`src/rtl/ssc_seq_ctrl.sv`:
```
`default_nettype none
// ============================================================================
// Module   : ssc_seq_ctrl
// Purpose  : Multi-cycle sequencer for the snack-shopping calculator.
//            It accepts one purchase over a valid/ready handshake and checks
//            the 16-digit card number with the Luhn rule, one digit pair per
//            cycle. While it does that, it forms the eight item totals with
//            one shared multiplier. It then buys greedily, most expensive
//            item first, with one max-select and one subtractor per cycle.
// Ports    : clk, rst_n          - clock, asynchronous active-low reset
//            in_valid / in_ready - input handshake (ready only when idle)
//            card_num[63:0]      - 16 BCD digits, [63:60] leftmost
//            input_money[8:0]    - money inserted
//            snack_num[31:0]     - eight 4-bit quantities, item i = [4i+3:4i]
//            price[31:0]         - eight 4-bit unit prices, item i = [4i+3:4i]
//            out_valid           - one-cycle result strobe
//            out_ok              - card passed Luhn
//            out_change[8:0]     - remaining money
//            out_bought[7:0]     - bit i set if item i was purchased
// Revision : 1.0 - initial release
// ============================================================================
module ssc_seq_ctrl (
  input  logic        clk,
  input  logic        rst_n,
  input  logic        in_valid,
  output logic        in_ready,
  input  logic [63:0] card_num,
  input  logic [8:0]  input_money,
  input  logic [31:0] snack_num,
  input  logic [31:0] price,
  output logic        out_valid,
  output logic        out_ok,
  output logic [8:0]  out_change,
  output logic [7:0]  out_bought
);

  typedef enum logic [2:0] {
    S_IDLE   = 3'd0,
    S_CHECK  = 3'd1,
    S_DECIDE = 3'd2,
    S_BUY    = 3'd3,
    S_OUT    = 3'd4
  } state_t;

  state_t      state_q, state_d;
  logic [2:0]  step_q, step_d;
  logic [63:0] card_q, card_d;
  logic [31:0] snack_q, snack_d;
  logic [31:0] price_q, price_d;
  logic [8:0]  money_q, money_d;
  logic [7:0]  sum_q, sum_d;
  logic        bad_q, bad_d;
  logic [7:0]  considered_q, considered_d;
  logic [7:0]  bought_q, bought_d;
  logic [7:0]  total_q [8];
  logic [7:0]  total_d [8];
  logic        out_valid_q, out_valid_d;
  logic        out_ok_q, out_ok_d;
  logic [8:0]  out_change_q, out_change_d;
  logic [7:0]  out_bought_q, out_bought_d;

  // ---------------------------------------------------------------------------
  // Luhn digit slice. The card register is shifted left one byte per CHECK
  // step, so the current pair always sits in the top byte: [63:60] is the
  // doubled digit (nibble 15-2k) and [59:56] the plain digit (nibble 14-2k).
  // ---------------------------------------------------------------------------
  logic [3:0] dbl_nib;
  logic [3:0] pln_nib;
  logic [4:0] dbl_raw;
  logic [4:0] dbl_adj;
  logic [7:0] luhn_add;
  logic       nib_bad;

  assign dbl_nib  = card_q[63:60];
  assign pln_nib  = card_q[59:56];
  assign dbl_raw  = {dbl_nib, 1'b0};
  assign dbl_adj  = (dbl_raw > 5'd9) ? (dbl_raw - 5'd9) : dbl_raw;
  assign luhn_add = {3'b000, dbl_adj} + {4'b0000, pln_nib};
  assign nib_bad  = (dbl_nib > 4'd9) || (pln_nib > 4'd9);

  // ---------------------------------------------------------------------------
  // Shared multiplier. Quantity and price registers shift right one nibble per
  // CHECK step, so item k is always in the low nibble at step k.
  // ---------------------------------------------------------------------------
  logic [7:0] mul_a;
  logic [7:0] mul_b;
  logic [7:0] item_total;

  assign mul_a      = {4'b0000, snack_q[3:0]};
  assign mul_b      = {4'b0000, price_q[3:0]};
  assign item_total = mul_a * mul_b;

  // ---------------------------------------------------------------------------
  // Shared max-select over unconsidered items. The strict '>' keeps the first
  // (lowest-index) item on a tie.
  // ---------------------------------------------------------------------------
  logic       sel_found;
  logic [2:0] sel_idx;
  logic [7:0] sel_total;

  always_comb begin
    sel_found = 1'b0;
    sel_idx   = 3'd0;
    sel_total = 8'd0;
    for (int i = 0; i < 8; i++) begin
      if (!considered_q[i] && (!sel_found || (total_q[i] > sel_total))) begin
        sel_found = 1'b1;
        sel_idx   = 3'(i);
        sel_total = total_q[i];
      end
    end
  end

  logic card_pass;
  logic can_buy;

  assign card_pass = !bad_q && ((sum_q % 8'd10) == 8'd0);
  // Compare guards the subtraction, so money never underflows.
  assign can_buy   = sel_found && (sel_total != 8'd0) && (money_q >= {1'b0, sel_total});

  assign in_ready = (state_q == S_IDLE);

  // ---------------------------------------------------------------------------
  // Next-state and datapath
  // ---------------------------------------------------------------------------
  always_comb begin
    state_d      = state_q;
    step_d       = step_q;
    card_d       = card_q;
    snack_d      = snack_q;
    price_d      = price_q;
    money_d      = money_q;
    sum_d        = sum_q;
    bad_d        = bad_q;
    considered_d = considered_q;
    bought_d     = bought_q;
    for (int i = 0; i < 8; i++) begin
      total_d[i] = total_q[i];
    end
    // Result registers are a one-cycle pulse; they fall back to zero unless
    // the state machine is entering OUT on this edge.
    out_valid_d  = 1'b0;
    out_ok_d     = 1'b0;
    out_change_d = 9'd0;
    out_bought_d = 8'd0;

    case (state_q)
      S_IDLE: begin
        if (in_valid) begin
          card_d       = card_num;
          snack_d      = snack_num;
          price_d      = price;
          money_d      = input_money;
          step_d       = 3'd0;
          sum_d        = 8'd0;
          bad_d        = 1'b0;
          considered_d = 8'd0;
          bought_d     = 8'd0;
          state_d      = S_CHECK;
        end
      end

      S_CHECK: begin
        sum_d           = sum_q + luhn_add;
        bad_d           = bad_q | nib_bad;
        total_d[step_q] = item_total;
        card_d          = {card_q[55:0], 8'd0};
        snack_d         = {4'd0, snack_q[31:4]};
        price_d         = {4'd0, price_q[31:4]};
        step_d          = step_q + 3'd1;
        if (step_q == 3'd7) begin
          state_d = S_DECIDE;
        end
      end

      S_DECIDE: begin
        step_d = 3'd0;
        if (card_pass) begin
          state_d = S_BUY;
        end else begin
          state_d      = S_OUT;
          out_valid_d  = 1'b1;
          out_ok_d     = 1'b0;
          out_change_d = money_q;
          out_bought_d = 8'd0;
        end
      end

      S_BUY: begin
        considered_d[sel_idx] = 1'b1;
        if (can_buy) begin
          money_d           = money_q - {1'b0, sel_total};
          bought_d[sel_idx] = 1'b1;
        end
        step_d = step_q + 3'd1;
        if (step_q == 3'd7) begin
          state_d      = S_OUT;
          out_valid_d  = 1'b1;
          out_ok_d     = 1'b1;
          out_change_d = money_d;
          out_bought_d = bought_d;
        end
      end

      S_OUT: begin
        state_d = S_IDLE;
      end

      default: begin
        state_d = S_IDLE;
      end
    endcase
  end

  // ---------------------------------------------------------------------------
  // State register
  // ---------------------------------------------------------------------------
  always_ff @(posedge clk or negedge rst_n) begin
    if (!rst_n) begin
      state_q      <= S_IDLE;
      step_q       <= 3'd0;
      card_q       <= 64'd0;
      snack_q      <= 32'd0;
      price_q      <= 32'd0;
      money_q      <= 9'd0;
      sum_q        <= 8'd0;
      bad_q        <= 1'b0;
      considered_q <= 8'd0;
      bought_q     <= 8'd0;
      for (int i = 0; i < 8; i++) begin
        total_q[i] <= 8'd0;
      end
      out_valid_q  <= 1'b0;
      out_ok_q     <= 1'b0;
      out_change_q <= 9'd0;
      out_bought_q <= 8'd0;
    end else begin
      state_q      <= state_d;
      step_q       <= step_d;
      card_q       <= card_d;
      snack_q      <= snack_d;
      price_q      <= price_d;
      money_q      <= money_d;
      sum_q        <= sum_d;
      bad_q        <= bad_d;
      considered_q <= considered_d;
      bought_q     <= bought_d;
      for (int i = 0; i < 8; i++) begin
        total_q[i] <= total_d[i];
      end
      out_valid_q  <= out_valid_d;
      out_ok_q     <= out_ok_d;
      out_change_q <= out_change_d;
      out_bought_q <= out_bought_d;
    end
  end

  assign out_valid  = out_valid_q;
  assign out_ok     = out_ok_q;
  assign out_change = out_change_q;
  assign out_bought = out_bought_q;

endmodule
`default_nettype wire

```
`config.mk`:
```
export PLATFORM = sky130hd
export DESIGN_NAME = ssc_seq_ctrl
export DESIGN_NICKNAME = d
export VERILOG_FILES = /design/src/rtl/ssc_seq_ctrl.sv
export SDC_FILE = /design/constraint.sdc
export NUM_CORES = 1
export LEC_CHECK = 0
export CORE_MARGIN = 5
export CORE_UTILIZATION = 35
export DETAILED_ROUTE_END_ITERATION = 16
export PLACE_DENSITY = 0.6
export SYNTH_ARGS = -nofsm -noshare
export SYNTH_HDL_FRONTEND = slang
export SYNTH_SLANG_ARGS = --single-unit
```
`constraint.sdc`:
```
create_clock -name clk -period 14.05 [get_ports clk]
set_input_delay 2.1075 -clock clk [delete_from_list [all_inputs] [get_ports clk]]
set_output_delay 2.1075 -clock clk [all_outputs]
set_load 0.1 [all_outputs]
```
-- Word-level counts from Yosys, hierarchy flattened
Index checks and enable logic that the tools add are counted.
W data, S select, Z words.
- register bits: 251
- bits of input ports: 140
- output and inout port bits: 20
- $add $sub $neg: 5
- $mul: 1
- div/mod/pow operators: 1
- $lt $le $gt $ge: 15
- equality and inequality tests: 7
- mux-type cells: 61
- bitwise gates (word level): 4
- reduce and logical (&&, ||, !) cells: 45
- operators by type and width (cell ; count):
    $pmux W32 S2 ; 2
    $pmux W64 S2 ; 1
    $mux W8 ; 13
    $bwmux W64 ; 1
    $mux W32 ; 2
    $mux W64 ; 1
    $gt A8 B8 Y1 ; 7
    $pmux W8 S2 ; 3
    $mux W9 ; 4
    $pmux W9 S2 ; 2
    $mux W3 ; 11
    $demux W8 S3 ; 1
    $or A8 B8 Y8 ; 2
    $logic_not A1 Y1 ; 14
    $mux W1 ; 14
    $logic_and A1 B1 Y1 ; 12
    $pmux W3 S4 ; 1
    $ge A9 B8 Y1 ; 1
    $pmux W3 S3 ; 1
    $sub A9 B8 Y9 ; 1
    $add A8 B6 Y8 ; 1
    $gt A4 B4 Y1 const B ; 2
    $logic_not A8 Y1 ; 1
    $logic_or A1 B1 Y1 ; 8
    26 further kinds ; 33

-- Logic depth before layout (Yosys ltp)
Gate-level depths: netlist (run 1).
- depth after elaboration: 37
- gate-level depth with buffers: 76

-- Worst setup path after synthesis (run 1)
Ideal clock, no wire load.
- kind: reg-to-reg
- start point: register considered_q[0]
- end point: register money_q[3]
- library setup time: 126 ps
- arrival: 13832 ps
- data required time: 13924 ps
- path slack: 92 ps
- stages on the path, launching flop included: 72
- buffers on the path: 9
- clock period less this slack: 13958 ps
- cells stage by stage: dfrtp_1 > inv_1 > clkbuf_1 > nand2_1 > ha_1 > nor2b_1 > o211ai_1 > a21boi_0 > nor3_1 > a22oi_1 > ha_1 > nand4_1 > nand2b_1 > a21o_1 > a31oi_1 > a221o_1 > o21ai_0 > ha_1 > [... 36 more ...] > o21a_1 > clkbuf_1 > a31oi_1 > o2bb2ai_1 > o21a_1 > ha_1 > nor2b_1 > o21ai_0 > a21boi_0 > o21ai_0 > a21boi_0 > o21a_1 > o21a_1 > o32a_1 > o21ai_4 > nor2_2 > buf_6 > a221o_1
- cells in the longest elaborated chain, start to end: 34
- RTL lines (element ; RTL line ; RTL):
    start: declaration ; 53 ; logic [7:0] considered_q, considered_d;
    start signal: assignment ; 246 ; considered_q <= considered_d;
    parallel branches: the longest is 32 deep, another holds $gt A8 B8 Y1 ; - ;
    $mux W9 * ; 191 ; if (can_buy) begin
    $pmux W9 S2 * ; 147 ; case (state_q)
    end signal: assignment ; 243 ; money_q <= money_d;
    end: declaration ; 50 ; logic [8:0] money_q, money_d;
Mark *: on every way between the ends.
A chain may end at the register's enable or synchronous reset.

-- Worst setup path in the final report (run 1)
- start point: register considered_q[0]
- end point: register money_q[2]
Same word-level chain as after synthesis.

==> results of run 1 <==
[cells in the mapped netlist (all sizes together) (4+ instances only)]
cell type	number
nand2b	9
a221o	13
o22ai	60
xnor2	10
and2	15
a21oi	55
a21boi	6
a221oi	8
o22a	4
nor3	22
dfrtp	251
o211ai	8
o21bai	4
fa	10
nand2	206
a21o	16
inv	53
a211oi	4
and3	12
o21a	13
buf	14
a22o	19
clkbuf	57
a22oi	60
o31ai	8
nand3	44
mux2	50
a311oi	5
nor2	186
o21ai	67
nor2b	16
a32o	7
ha	88
a31oi	12
xor2	4
nand4	14
[routing by layer]
| layer | up-vias | part of all wire (%) | global-route usage (%) |
|---|---|---|---|
| li1 | 5634 | - | - |
| met1 | 5767 | 44 | 24.2 |
| met2 | 309 | 48 | 30.0 |
| met3 | 63 | 6.5 | 4.07 |
| met4 | 6 | 2.1 | 3.92 |
| met5 | - | 0.10 | 0 |
[path summary, 6_finish.rpt]
kind                                  from             to  slack [ps]  depth (start not counted)
min in group asynchronous            rst_n     card_q[42]        1590                          1
max in group asynchronous            rst_n  out_bought[3]       10990                          2
min                             card_q[52]     card_q[52]         470                          2
max reg2reg                considered_q[0]     money_q[2]         780                         64
max                        considered_q[0]     money_q[2]         780                         64
min reg2reg                     card_q[52]     card_q[52]         470                          2
[critical path: cells and delay by family (launching register included)]
family	cells	cell delay (ps)
compound gates	35	6740
simple gates	17	3010
fa+ha+maj	8	2400
buf+inv	4	520
flops	1	470
[cell families after synthesis]
group / Yosys count / share of synthesized area [%]
buffers and inverters: 125 / 3.56
multiplexers: 52 / 4.20
AND/OR/NAND/NOR: 539 / 16.9
adder cells (fa/ha/maj): 99 / 9.45
flip-flops: 251 / 45.3
AO/OA/AOI/OAI: 391 / 19.8
XOR/XNOR: 14 / 0.884
[timing repair]
action | 4_1_cts | 5_1_grt
buffers inserted | 0 | 10
gates resized for setup | 0 | 55
setup endpoints to repair | 0 | 34
[sequential cells by signal, summed over array words and instances (netlist names)]
| name | count |
|---|---|
| card_q | 64 |
| total_q | 64 |
| price_q | 32 |
| snack_q | 32 |
| money_q | 9 |
| out_change | 9 |
| bought_q | 8 |
| considered_q | 8 |
| out_bought | 8 |
| sum_q | 8 |
| state_q | 3 |
| step_q | 3 |
| bad_q | 1 |
| out_ok | 1 |
| out_valid | 1 |
[per-stage QoR]
| step | setup slack (ps) | TNS [ps] | instance area (sq um) | instances | hold WS [ps] |
|---|---|---|---|---|---|
| final | 780 | 0 | 17400 | 2184 | 475 |
| after global routing | -99.9 | -1440 | 17400 | 2183 | 499 |
| after CTS | 40.1 | 0 | 17100 | 2170 | 478 |
| after detailed placement | 47.1 | 0 | 16100 | 2116 | 463 |
| after global placement | 176 | 0 | 16100 | 2116 | 459 |
| after floorplan | 91.5 | 0 | 13900 | 1471 | 446 |
[layout make-up]
cell class              instances  area, sq um
repair inverters                1         7.51
fillers                      3844        22000
diodes                          1         2.50
clock inverters                15          219
inverters                      54          206
well taps                     525          657
multi-input cells            1096         7320
repair buffers                202         1930
flip-flops and latches        251         6280
clock buffers                  39          803
==> results.cfg, run 1 <==
[run_status]
status = finished, final reports clean

[floorplanning]
row_count = 73
ios = 160
chipHeight_microns = 209
coreArea_sq_mm = 0.0395
initial_core_util_pct = 35.2
die_w_microns = 209
die_area_sq_mm = 0.0437

[worst_setup_path]
endpoint_kind = register
arrival_ps = 13700
critPathLaunchType = register
slowest_delay_ps = 470
cp_max_fo = 12
cpMostUsedCell = ha_1
crit_slowest_cell = dfrtp_2
required_ps = 14480
critPathKind = register to register

[global_route]
gr-total-overflow = 0
grt_use_total_pct = 18.0
grt_pass1_wl_microns = 65100
antenna_found_initial = 3
grt_pass1_vias = 11800
grt_max_degree = 123

[drt]
dr.pass1.iters = 7
viasPerCell = 5.39
routed_wl_microns = 40900
num_vias = 11800
drc = 0
drtAntennaViolNets = 0
drt_iter0_markers = 857
routedWlPerCell_microns = 18.7

[timing]
worst_clock_skew_ps = 17.3
fin_crit_ps = 13270
setup_viol = 0
max_slew.worst_pin.slew_ps = 1190
drv_slew = 0
final_hold_viol_count = 0
fmax_mhz = 75.4
slew_headroom_pct = 19.9
timing.final.crit_share_pct = 94.4

[synthesis]
synth_fp_nets = 1709
synth_cell_types = 75
ys_seq_area_share_pct = 45.3
synthFlopType = dfrtp_1
synth_edf_count = 0
synthTopCellsByArea = dfrtp_1 (45%), ha_1 (7.9%), nand2_1 (5.6%)
synth.avg_cell_area_sq_um = 9.43
synth_top_area_cell = dfrtp_1
ys.warnings.count = 0
async_flop_share_pct = 100
synth_cells = 1471
synthesis.area_sq_mm = 0.0139
netlist.area_leader.share_pct = 45.3
ys_ff_latch = 251

[clocking]
cts_buffers = 29
clock_latency_ps = 560
hold_buffers = 0
path_clk_slew_ps = 60
h-tree-depth = 1
clock_sinks = 251
clock_path_buffers = 3
tritoncts = built
root_buffer = clkbuf_16

[finish]
final_cell_mix = dfrtp_1 (250), nand2_1 (203), nor2_1 (180), clkdlybuf4s50_1 (158), ha_1 (88)
drive_above_1_share_pct = 11.9
area_growth_pct = 25.6
final_common_cell = dfrtp_1
utilization_pct = 44.2
final_nets = 1873

[flow_run]
maxCapViolations = 0

[worst_hold_path]
hp-class = register to register

[placement]
place.detailed.hpwl_microns = 29500
io_buffers = 159
gp_congestion = 0.922
Power of run 1 is not shown: default switching activity piles up to over one toggle a cycle in this logic, so the estimate is an artifact.
==> run 2, diff against run 1 <==
ABC_AREA = 0   (was not set)
==> results of run 2 <==
No change in the layout: final DEF, timing and power equal those of run 1.
Power of run 2 is left out for the same reason.
